File: src/rtl/noc_pkg.sv
// Purpose: flit field layout helpers and skid-buffer state type shared by NoC endpoints and switches.
// Latency: n/a (constants, types and pure functions only).
// Backpressure: n/a.
package noc_pkg;

    // Widest flit the extract helper handles; callers zero-extend into this.
    localparam int NocMaxWidth = 64;

    typedef enum logic [1:0] {
        SKID_EMPTY = 2'd0,
        SKID_ONE   = 2'd1,
        SKID_FULL  = 2'd2
    } skid_state_e;

    // Flit layout, MSB first: dest | src | payload.
    function automatic int dest_lsb(input int data_width, input int addr_width);
        return data_width - addr_width;
    endfunction

    function automatic int src_lsb(input int data_width, input int addr_width);
        return data_width - 2 * addr_width;
    endfunction

    // Returns the addr_width-bit field starting at lsb, zero-extended.
    function automatic logic [NocMaxWidth-1:0] flit_field(input logic [NocMaxWidth-1:0] flit,
                                                          input int lsb,
                                                          input int addr_width);
        return (flit >> lsb) & ((64'd1 << addr_width) - 64'd1);
    endfunction

endpackage

File: src/rtl/noc_skid_buffer.sv
// Purpose: 2-entry skid buffer; ports i_data/i_valid/o_ready upstream, o_data/o_valid/i_ready downstream.
// Latency: 1 cycle from accept to o_valid; sustains 1 item/cycle.
// Backpressure: o_ready is registered and drops once both entries are occupied.
module noc_skid_buffer
    import noc_pkg::*;
#(
    parameter int Width = 8
) (
    input  logic             i_clk,
    input  logic             i_reset_n,
    input  logic [Width-1:0] i_data,
    input  logic             i_valid,
    output logic             o_ready,
    output logic [Width-1:0] o_data,
    output logic             o_valid,
    input  logic             i_ready
);

    skid_state_e      state_q;
    logic [Width-1:0] head_q;
    logic [Width-1:0] tail_q;
    logic             rdy_q;
    logic             vld_q;

    logic push;
    logic pop;

    assign push    = i_valid & rdy_q;
    assign pop     = vld_q & i_ready;
    assign o_ready = rdy_q;
    assign o_valid = vld_q;
    assign o_data  = head_q;

    // head_q always holds the oldest item, so o_data is a plain register.
    always_ff @(posedge i_clk) begin
        if (!i_reset_n) begin
            state_q <= SKID_EMPTY;
            head_q  <= '0;
            tail_q  <= '0;
            rdy_q   <= 1'b0;
            vld_q   <= 1'b0;
        end else begin
            case (state_q)
                SKID_EMPTY: begin
                    rdy_q <= 1'b1;
                    if (push) begin
                        head_q  <= i_data;
                        state_q <= SKID_ONE;
                        vld_q   <= 1'b1;
                    end else begin
                        vld_q <= 1'b0;
                    end
                end
                SKID_ONE: begin
                    case ({push, pop})
                        2'b10: begin
                            tail_q  <= i_data;
                            state_q <= SKID_FULL;
                            rdy_q   <= 1'b0;
                            vld_q   <= 1'b1;
                        end
                        2'b01: begin
                            state_q <= SKID_EMPTY;
                            rdy_q   <= 1'b1;
                            vld_q   <= 1'b0;
                        end
                        2'b11: begin
                            head_q <= i_data;
                            rdy_q  <= 1'b1;
                            vld_q  <= 1'b1;
                        end
                        default: begin
                            rdy_q <= 1'b1;
                            vld_q <= 1'b1;
                        end
                    endcase
                end
                SKID_FULL: begin
                    // No push possible here: rdy_q is low.
                    vld_q <= 1'b1;
                    if (pop) begin
                        head_q  <= tail_q;
                        state_q <= SKID_ONE;
                        rdy_q   <= 1'b1;
                    end else begin
                        rdy_q <= 1'b0;
                    end
                end
                default: begin
                    state_q <= SKID_EMPTY;
                    rdy_q   <= 1'b0;
                    vld_q   <= 1'b0;
                end
            endcase
        end
    end

endmodule

File: src/rtl/noc_pe_interface.sv
// Purpose: PE <-> tree-switch leaf adapter; TX packs {dest,src,payload}, RX filters on dest and strips header.
// Ports: PE TX (i_pe_*/o_pe_ready), switch TX (o_data*/i_data_ready), switch RX (i_data*/o_data_ready),
//        PE RX (o_pe_data/src/valid, i_pe_ready), status counters (o_tx/rx/misroute_count).
// Latency: 1 cycle each direction; backpressure absorbs 2 flits per direction, all ready/valid registered.
module noc_pe_interface
    import noc_pkg::*;
#(
    parameter int DataWidth  = 36,
    parameter int AddrWidth  = 4,
    parameter int MyAddr     = 0,
    parameter int CountWidth = 16
) (
    input  logic                              i_clk,
    input  logic                              i_reset_n,
    input  logic [DataWidth-2*AddrWidth-1:0]  i_pe_data,
    input  logic [AddrWidth-1:0]              i_pe_dest,
    input  logic                              i_pe_valid,
    output logic                              o_pe_ready,
    output logic [DataWidth-1:0]              o_data,
    output logic                              o_data_valid,
    input  logic                              i_data_ready,
    input  logic [DataWidth-1:0]              i_data,
    input  logic                              i_data_valid,
    output logic                              o_data_ready,
    output logic [DataWidth-2*AddrWidth-1:0]  o_pe_data,
    output logic [AddrWidth-1:0]              o_pe_src,
    output logic                              o_pe_valid,
    input  logic                              i_pe_ready,
    output logic [CountWidth-1:0]             o_tx_count,
    output logic [CountWidth-1:0]             o_rx_count,
    output logic [CountWidth-1:0]             o_misroute_count
);

    localparam int PayloadWidth = DataWidth - 2 * AddrWidth;
    localparam int DestLsb      = dest_lsb(DataWidth, AddrWidth);
    localparam int SrcLsb       = src_lsb(DataWidth, AddrWidth);
    localparam logic [AddrWidth-1:0] MyAddrL = AddrWidth'(MyAddr);

    // ---------------- TX path ----------------
    logic [DataWidth-1:0] tx_flit;
    assign tx_flit = {i_pe_dest, MyAddrL, i_pe_data};

    noc_skid_buffer #(.Width(DataWidth)) u_tx_buf (
        .i_clk    (i_clk),
        .i_reset_n(i_reset_n),
        .i_data   (tx_flit),
        .i_valid  (i_pe_valid),
        .o_ready  (o_pe_ready),
        .o_data   (o_data),
        .o_valid  (o_data_valid),
        .i_ready  (i_data_ready)
    );

    // ---------------- RX path ----------------
    logic [AddrWidth-1:0]              rx_dest;
    logic [AddrWidth-1:0]              rx_src;
    logic                              rx_hit;
    logic [PayloadWidth+AddrWidth-1:0] rx_entry;
    logic [PayloadWidth+AddrWidth-1:0] rx_head;
    logic                              rx_drop;

    assign rx_dest  = AddrWidth'(flit_field(NocMaxWidth'(i_data), DestLsb, AddrWidth));
    assign rx_src   = AddrWidth'(flit_field(NocMaxWidth'(i_data), SrcLsb, AddrWidth));
    assign rx_hit   = (rx_dest == MyAddrL);
    assign rx_entry = {rx_src, i_data[PayloadWidth-1:0]};
    // Misrouted flits share the same ready, so they are swallowed only when the buffer could take a flit.
    assign rx_drop  = i_data_valid & o_data_ready & ~rx_hit;

    noc_skid_buffer #(.Width(PayloadWidth + AddrWidth)) u_rx_buf (
        .i_clk    (i_clk),
        .i_reset_n(i_reset_n),
        .i_data   (rx_entry),
        .i_valid  (i_data_valid & rx_hit),
        .o_ready  (o_data_ready),
        .o_data   (rx_head),
        .o_valid  (o_pe_valid),
        .i_ready  (i_pe_ready)
    );

    assign o_pe_src  = rx_head[PayloadWidth +: AddrWidth];
    assign o_pe_data = rx_head[PayloadWidth-1:0];

    // ---------------- status counters ----------------
    logic [CountWidth-1:0] tx_cnt_q, tx_cnt_d;
    logic [CountWidth-1:0] rx_cnt_q, rx_cnt_d;
    logic [CountWidth-1:0] mis_cnt_q, mis_cnt_d;

    always_comb begin
        tx_cnt_d  = tx_cnt_q;
        rx_cnt_d  = rx_cnt_q;
        mis_cnt_d = mis_cnt_q;
        if (o_data_valid && i_data_ready) tx_cnt_d = tx_cnt_q + 1'b1;
        if (o_pe_valid && i_pe_ready)     rx_cnt_d = rx_cnt_q + 1'b1;
        if (rx_drop && (mis_cnt_q != '1)) mis_cnt_d = mis_cnt_q + 1'b1;
    end

    always_ff @(posedge i_clk) begin
        if (!i_reset_n) begin
            tx_cnt_q  <= '0;
            rx_cnt_q  <= '0;
            mis_cnt_q <= '0;
        end else begin
            tx_cnt_q  <= tx_cnt_d;
            rx_cnt_q  <= rx_cnt_d;
            mis_cnt_q <= mis_cnt_d;
        end
    end

    assign o_tx_count       = tx_cnt_q;
    assign o_rx_count       = rx_cnt_q;
    assign o_misroute_count = mis_cnt_q;

endmodule

File: config.mk
export PLATFORM = sky130hd
export DESIGN_NAME = noc_pe_interface
export DESIGN_NICKNAME = d
export VERILOG_FILES = /design/src/rtl/noc_pkg.sv /design/src/rtl/noc_skid_buffer.sv /design/src/rtl/noc_pe_interface.sv
export SDC_FILE = /design/constraint.sdc
export NUM_CORES = 1
export LEC_CHECK = 0
export CAP_MARGIN = 20
export CORE_UTILIZATION = 55
export CTS_BUF_LIST = sky130_fd_sc_hd__clkbuf_4 sky130_fd_sc_hd__clkbuf_8
export DETAILED_ROUTE_END_ITERATION = 7
export GPL_TIMING_DRIVEN = 0
export PLACE_DENSITY_LB_ADDON = 0.08
export SYNTH_ARGS = -nofsm -noshare
export SYNTH_HDL_FRONTEND = slang
export SYNTH_SLANG_ARGS = --single-unit
File: constraint.sdc
create_clock -name i_clk -period 4.53 [get_ports i_clk]
set_clock_uncertainty 0.15 [all_clocks]
set_input_delay 0.6795 -clock i_clk [delete_from_list [all_inputs] [get_ports i_clk]]
set_output_delay 0.6795 -clock i_clk [all_outputs]
set_load 0.01 [all_outputs]
==> summary.txt, run 1 <==
Final Setup Violations - 0
Final Max Slew Viols - 0
RSZ-0062 raised after global routing - no
mean area per synthesized cell - 8.821 um2
n_diodes - 0
Reg2Reg Setup Slack - 2.12 ns
Data arrival, critical path - 3.10 ns
CTS tree - yes
worst hold start - u_rx_buf.tail_q[27]
gpl congestion - 0.8750
Reg2Reg Depth - 6
Final period util - 62.98%
Core Box Area - 13930 um2
share of cells above drive strength 1 - 7.143%
Max Fanout on Critical Path - 10
initial DRC count - 398
Hold Vio Cnt, Final - 0
Filler cells - 1060
post-synthesis cell count - 896
Clk pin slew, worst setup/hold paths - 0.09 ns
gr ovfl total - 0
1st-pass router iterations - 5
vias in the first global route - 6364
# Post-CTS Setup Buffers - 0
actual slew at the worst max-slew pin - 0.8385 ns
wire per inst - 15.48 um
CP Cell Sequence - clkdlybuf4s50_1, or4_1, buf_2, nor4_2, clkbuf_1, nand2_1, a21oi_1
clk root buf - clkbuf_8
critical path class - in -> reg
Yosys cell types - 49
nets - 1184
first-pass GRT wire length - 31490 um
die width - 121.9 um
gr usage total - 27.23%
worst skew pair latency - 0.46 ns
pin count of the biggest net entering global routing - 17
Final ANT Viol Nets - 0
CP startpoint - i_data[33]
hold_buf cts - 0
hold path depth - 2
total power divided by cell area - 314.2 nW/um2
most frequent cells in the layout - clkdlybuf4s50_1 (189), dfxtp_1 (184), nand2_1 (163), a21oi_1 (91), mux2i_1 (73)
Slew Limit Headroom - 43.58%
ys flop type - dfxtp_1
Synth Register Bits - 184
Setup WS post-layout - 1.677 ns
Multi-input gate area - 3892 um2
Max Cap Violations - 0
Num CTS Buffers - 17
Final HPWL DP - 14390 um
Max Clk Rate - 350.5 MHz
mapped cell area - 7904 um2
Leak - 3.857 nW
Die Height - 121.9 um
drt drc - 0
PortBufs - 189
r2r endpoint - u_rx_buf.o_data[5]
commonest non-fill, non-tap cell in the layout - clkdlybuf4s50_1
initial core utilization - 56.72%
Worst Path Required - 4.77 ns
total chip power - 3.297 mW
number of synthesis warnings - 0
die area - 14850 um2
number of synthesized flops with an enable pin - 0
post-CTS sizing - 0
slowest CP cell - nor4_2
reg2reg start - u_rx_buf.state_q[1]
Area growth syn-to-layout - 32.77%
via/cell ratio - 5.495
design area - 10490 um2
Min-Delay Endpoint - u_rx_buf.tail_q[27]
Worst path top cell family by delay - simple AND/OR/NAND/NOR gates
# rows - 43
synth top area cells - dfxtp_1 (47%), mux2i_1 (9.2%), nand2_1 (7.7%)
sequential share of the synthesized area - 46.60%
worst IR drop on VDD - 0.2411 mV
post-route setup TNS - 0 ns
deepest clock path buffer count - 2
Crit path depth - 7
Vias - 7143
Reg area - 3684 um2
crit path buf inv count - 3
Hold WC Path Type - reg -> reg
crit path time final - 2.853 ns
most area-hungry cell type in the Yosys netlist - dfxtp_1
Startpoint Class - input pin
Ports - 194
Routed WL - 20120 um
clock sinks - 184
FFs w/ async S/R, synth - 0%
DP Area - 10030 um2
initial antenna violation count - 0
CP Capture Type - flip-flop
htree depth - 4
critical path's largest stage delay - 0.56 ns
worst slack, placed - 1.224 ns
status - complete, no violations
top cell type's share of synthesized area - 46.60%
[tightest hold or removal path, delay by kind of cell (launching register included)]
kind | cells | cell delay (ns)
AOI/OAI and AO/OA | 1 | 0.05
DFF | 1 | 0.31
and+or+nand+nor | 1 | 0.05
[area by class of cell]
class / count / share of cell area, %
multi-input cells: 638 / 37.09
flip-flops and latches: 184 / 35.10
repair buffers: 189 / 18.03
plain buffers: 68 / 2.909
clock buffers: 23 / 2.778
well taps: 180 / 2.146
clock inverters: 9 / 1.622
inverters: 9 / 0.3219
[per-stage QoR]
stage / hold WS (ns) / utilization (%) / instances
global placement: 0.2904 / 71.99 / 1268
detailed placement: 0.2958 / 71.99 / 1268
global route: 0.3201 / 75.31 / 1300
finish: 0.3058 / 75.31 / 1300
floorplan: 0.2857 / - / 899
CTS: 0.3074 / 75.31 / 1300
[layer usage]
| metal | vias to the layer above | share of wire [%] | track usage (%) |
|---|---|---|---|
| li1 | 3590 | - | - |
| met1 | 3322 | 43 | 34.02 |
| met2 | 208 | 49 | 45.09 |
| met3 | 23 | 6.2 | 7.303 |
| met4 | 0 | 1.6 | 9.414 |
| met5 | - | 0 | 0 |
[Yosys cell counts, types with 10 or more instances]
master	instances
xor2_1	11
a211oi_1	38
a211oi_2	28
or4_1	10
nand4_1	16
mux2i_1	73
nand2_1	163
a21oi_1	91
nor2_1	61
nor3_1	37
or3_1	11
clkbuf_1	55
nand3_1	16
dfxtp_1	184
[cell families after synthesis]
group | synth area share (%)
buffers and inverters | 4.290
adders and majority gates | 0.4750
other | 0.04745
and+or+nand+nor | 20.17
xor gates and xnor gates | 2.216
DFF | 46.60
muxes | 9.245
AOI/OAI and AO/OA | 16.95
[worst max-delay path by stage]
stage,endpoint,slack [ns]
final,u_rx_buf.tail_q[11],1.68
after global routing,u_rx_buf.tail_q[21],1.52
after CTS,u_rx_buf.tail_q[11],1.68
after detailed placement,u_rx_buf.o_data[5],1.22
after global placement,u_rx_buf.tail_q[25],1.28
after floorplan,u_rx_buf.tail_q[2],1.97
[power breakdown]
group / total (mW) / internal (mW) / leakage [nW] / switching, mW
Combinational: 0.347 / 0.180 / 2.13 / 0.167
Sequential: 1.69 / 1.66 / 1.49 / 0.0280
Clock: 1.26 / 0.707 / 0.241 / 0.557
[sequential cells by signal, indices dropped and copies added (netlist names), 2 cells and up]
name,cells
u_rx_buf.o_data,32
u_rx_buf.state_q,2
u_tx_buf.state_q,2
u_rx_buf.tail_q,32
o_misroute_count,16
u_tx_buf.o_data,32
o_tx_count,16
u_tx_buf.tail_q,32
o_rx_count,16
Power figures use the tool's default switching activity.
==> run 2: changes to the inputs <==
Settings changed: CORE_UTILIZATION 55 to 51.
Clock period 4.53 ns to 2.91 ns, I/O delays scaled along.
==> summary.txt, run 2 (same netlist as run 1, synthesis figures left out) <==
Area growth syn-to-layout - 32.36%
total chip power - 4.986 mW
drt drc - 0
# Post-CTS Setup Buffers - 0
n_diodes - 0
crit path time final - 2.601 ns
Leak - 3.818 nW
Data arrival, critical path - 2.84 ns
Core Box Area - 15150 um2
nets - 1184
clock sinks - 184
CP Capture Type - flip-flop
Hold WC Path Type - reg -> reg
gr ovfl total - 0
via/cell ratio - 5.426
Final Setup Violations - 0
initial DRC count - 278
share of cells above drive strength 1 - 7.060%
Startpoint Class - input pin
RSZ-0062 raised after global routing - no
1st-pass router iterations - 5
Slew Limit Headroom - 39.20%
Max Fanout on Critical Path - 10
actual slew at the worst max-slew pin - 0.9037 ns
htree depth - 4
Max Cap Violations - 0
worst skew pair latency - 0.46 ns
Filler cells - 1279
gpl congestion - 0.8136
die area - 16000 um2
die width - 126.5 um
Routed WL - 20300 um
Hold Vio Cnt, Final - 0
Max Clk Rate - 384.5 MHz
vias in the first global route - 6481
Reg area - 3684 um2
total power divided by cell area - 476.6 nW/um2
hold slack final - 0.3056 ns
critical path class - in -> reg
Ports - 194
status - complete, no violations
PortBufs - 189
worst IR drop on VDD - 0.3429 mV
pin count of the biggest net entering global routing - 17
deepest clock path buffer count - 2
Final period util - 89.38%
Multi-input gate area - 3892 um2
gr usage total - 25.42%
CTS tree - yes
Vias - 7092
# rows - 45
most frequent cells in the layout - clkdlybuf4s50_1 (189), dfxtp_1 (184), nand2_1 (163), a21oi_1 (91), mux2i_1 (73)
Die Height - 126.5 um
post-CTS sizing - 0
commonest non-fill, non-tap cell in the layout - clkdlybuf4s50_1
clk root buf - clkbuf_8
Clk pin slew, worst setup/hold paths - 0.09 ns
Placed Cells - 1276
first-pass GRT wire length - 32260 um
Final ANT Viol Nets - 0
Reg2Reg Setup Slack - 0.54 ns
Final HPWL DP - 14550 um
initial core utilization - 52.19%
Finished Layout Cells - 1307
wire per inst - 15.53 um
Worst Path Required - 3.14 ns
hold_buf cts - 0
Final Max Slew Viols - 0
Num CTS Buffers - 17
initial antenna violation count - 0
[run 2: changes by cell type in the layout (fill, tap and decap cells not counted)]
| cell | before | now |
|---|---|---|
| bufinv_16 | 5 | 3 |
| clkbuf_4 | 4 | 2 |
| clkinv_2 | 4 | 1 |
| inv_6 | 0 | 2 |
| clkinvlp_4 | 0 | 4 |
[run 2: metal layers]
metal	global-route usage, %	wire (um)
met1	32.23	9204
met2	42.44	9730
met3	5.905	972
met4	8.788	388
met5	0	0
[run 2: path summary, 6_finish.rpt]
kind,depth (start not counted),from,end
worst max-delay path,7,i_data[33],u_rx_buf.tail_q[20]
worst min register to register,2,u_rx_buf.tail_q[25],u_rx_buf.tail_q[25]
worst min-delay path,2,u_rx_buf.tail_q[25],u_rx_buf.tail_q[25]
worst max register to register,6,u_tx_buf.state_q[1],u_tx_buf.o_data[32]
[run 2: cell type report]
cell class | instances | area share (%)
Buffer | 68 | 2.918
Clock buffer | 21 | 2.643
Clock inverter | 10 | 1.363
Inverter | 9 | 0.3229
Multi-Input combinational cell | 638 | 37.21
Sequential cell | 184 | 35.21
Tap cell | 188 | 2.249
Timing Repair Buffer | 189 | 18.08
[run 2: critical path: stages]
cell	delay [ns]
clkdlybuf4s50_1	0.41
or4_1	0.53
buf_2	0.20
nor4_2	0.58
clkbuf_1	0.43
nand2_1	0.11
a21oi_1	0.15
[run 2: where the power goes]
group,switching [mW],internal (mW),leakage (nW)
Sequential,0.0432,2.58,1.49
Clock,0.909,0.913,0.202
Combinational,0.261,0.280,2.13
Total,1.21,3.77,3.82
[run 2: metrics by stage]
stage / util (%) / worst slack, ns / setup TNS (ns) / cell area [um2]
global route: 69.07 / 0.1351 / 0 / 10460
CTS: 69.07 / 0.3003 / 0 / 10460
detailed placement: 66.30 / -0.1660 / -7.182 / 10040
floorplan: - / 0.5951 / 0 / 7915
finish: 69.07 / 0.3090 / 0 / 10460
global placement: 66.30 / -0.1413 / -6.272 / 10040
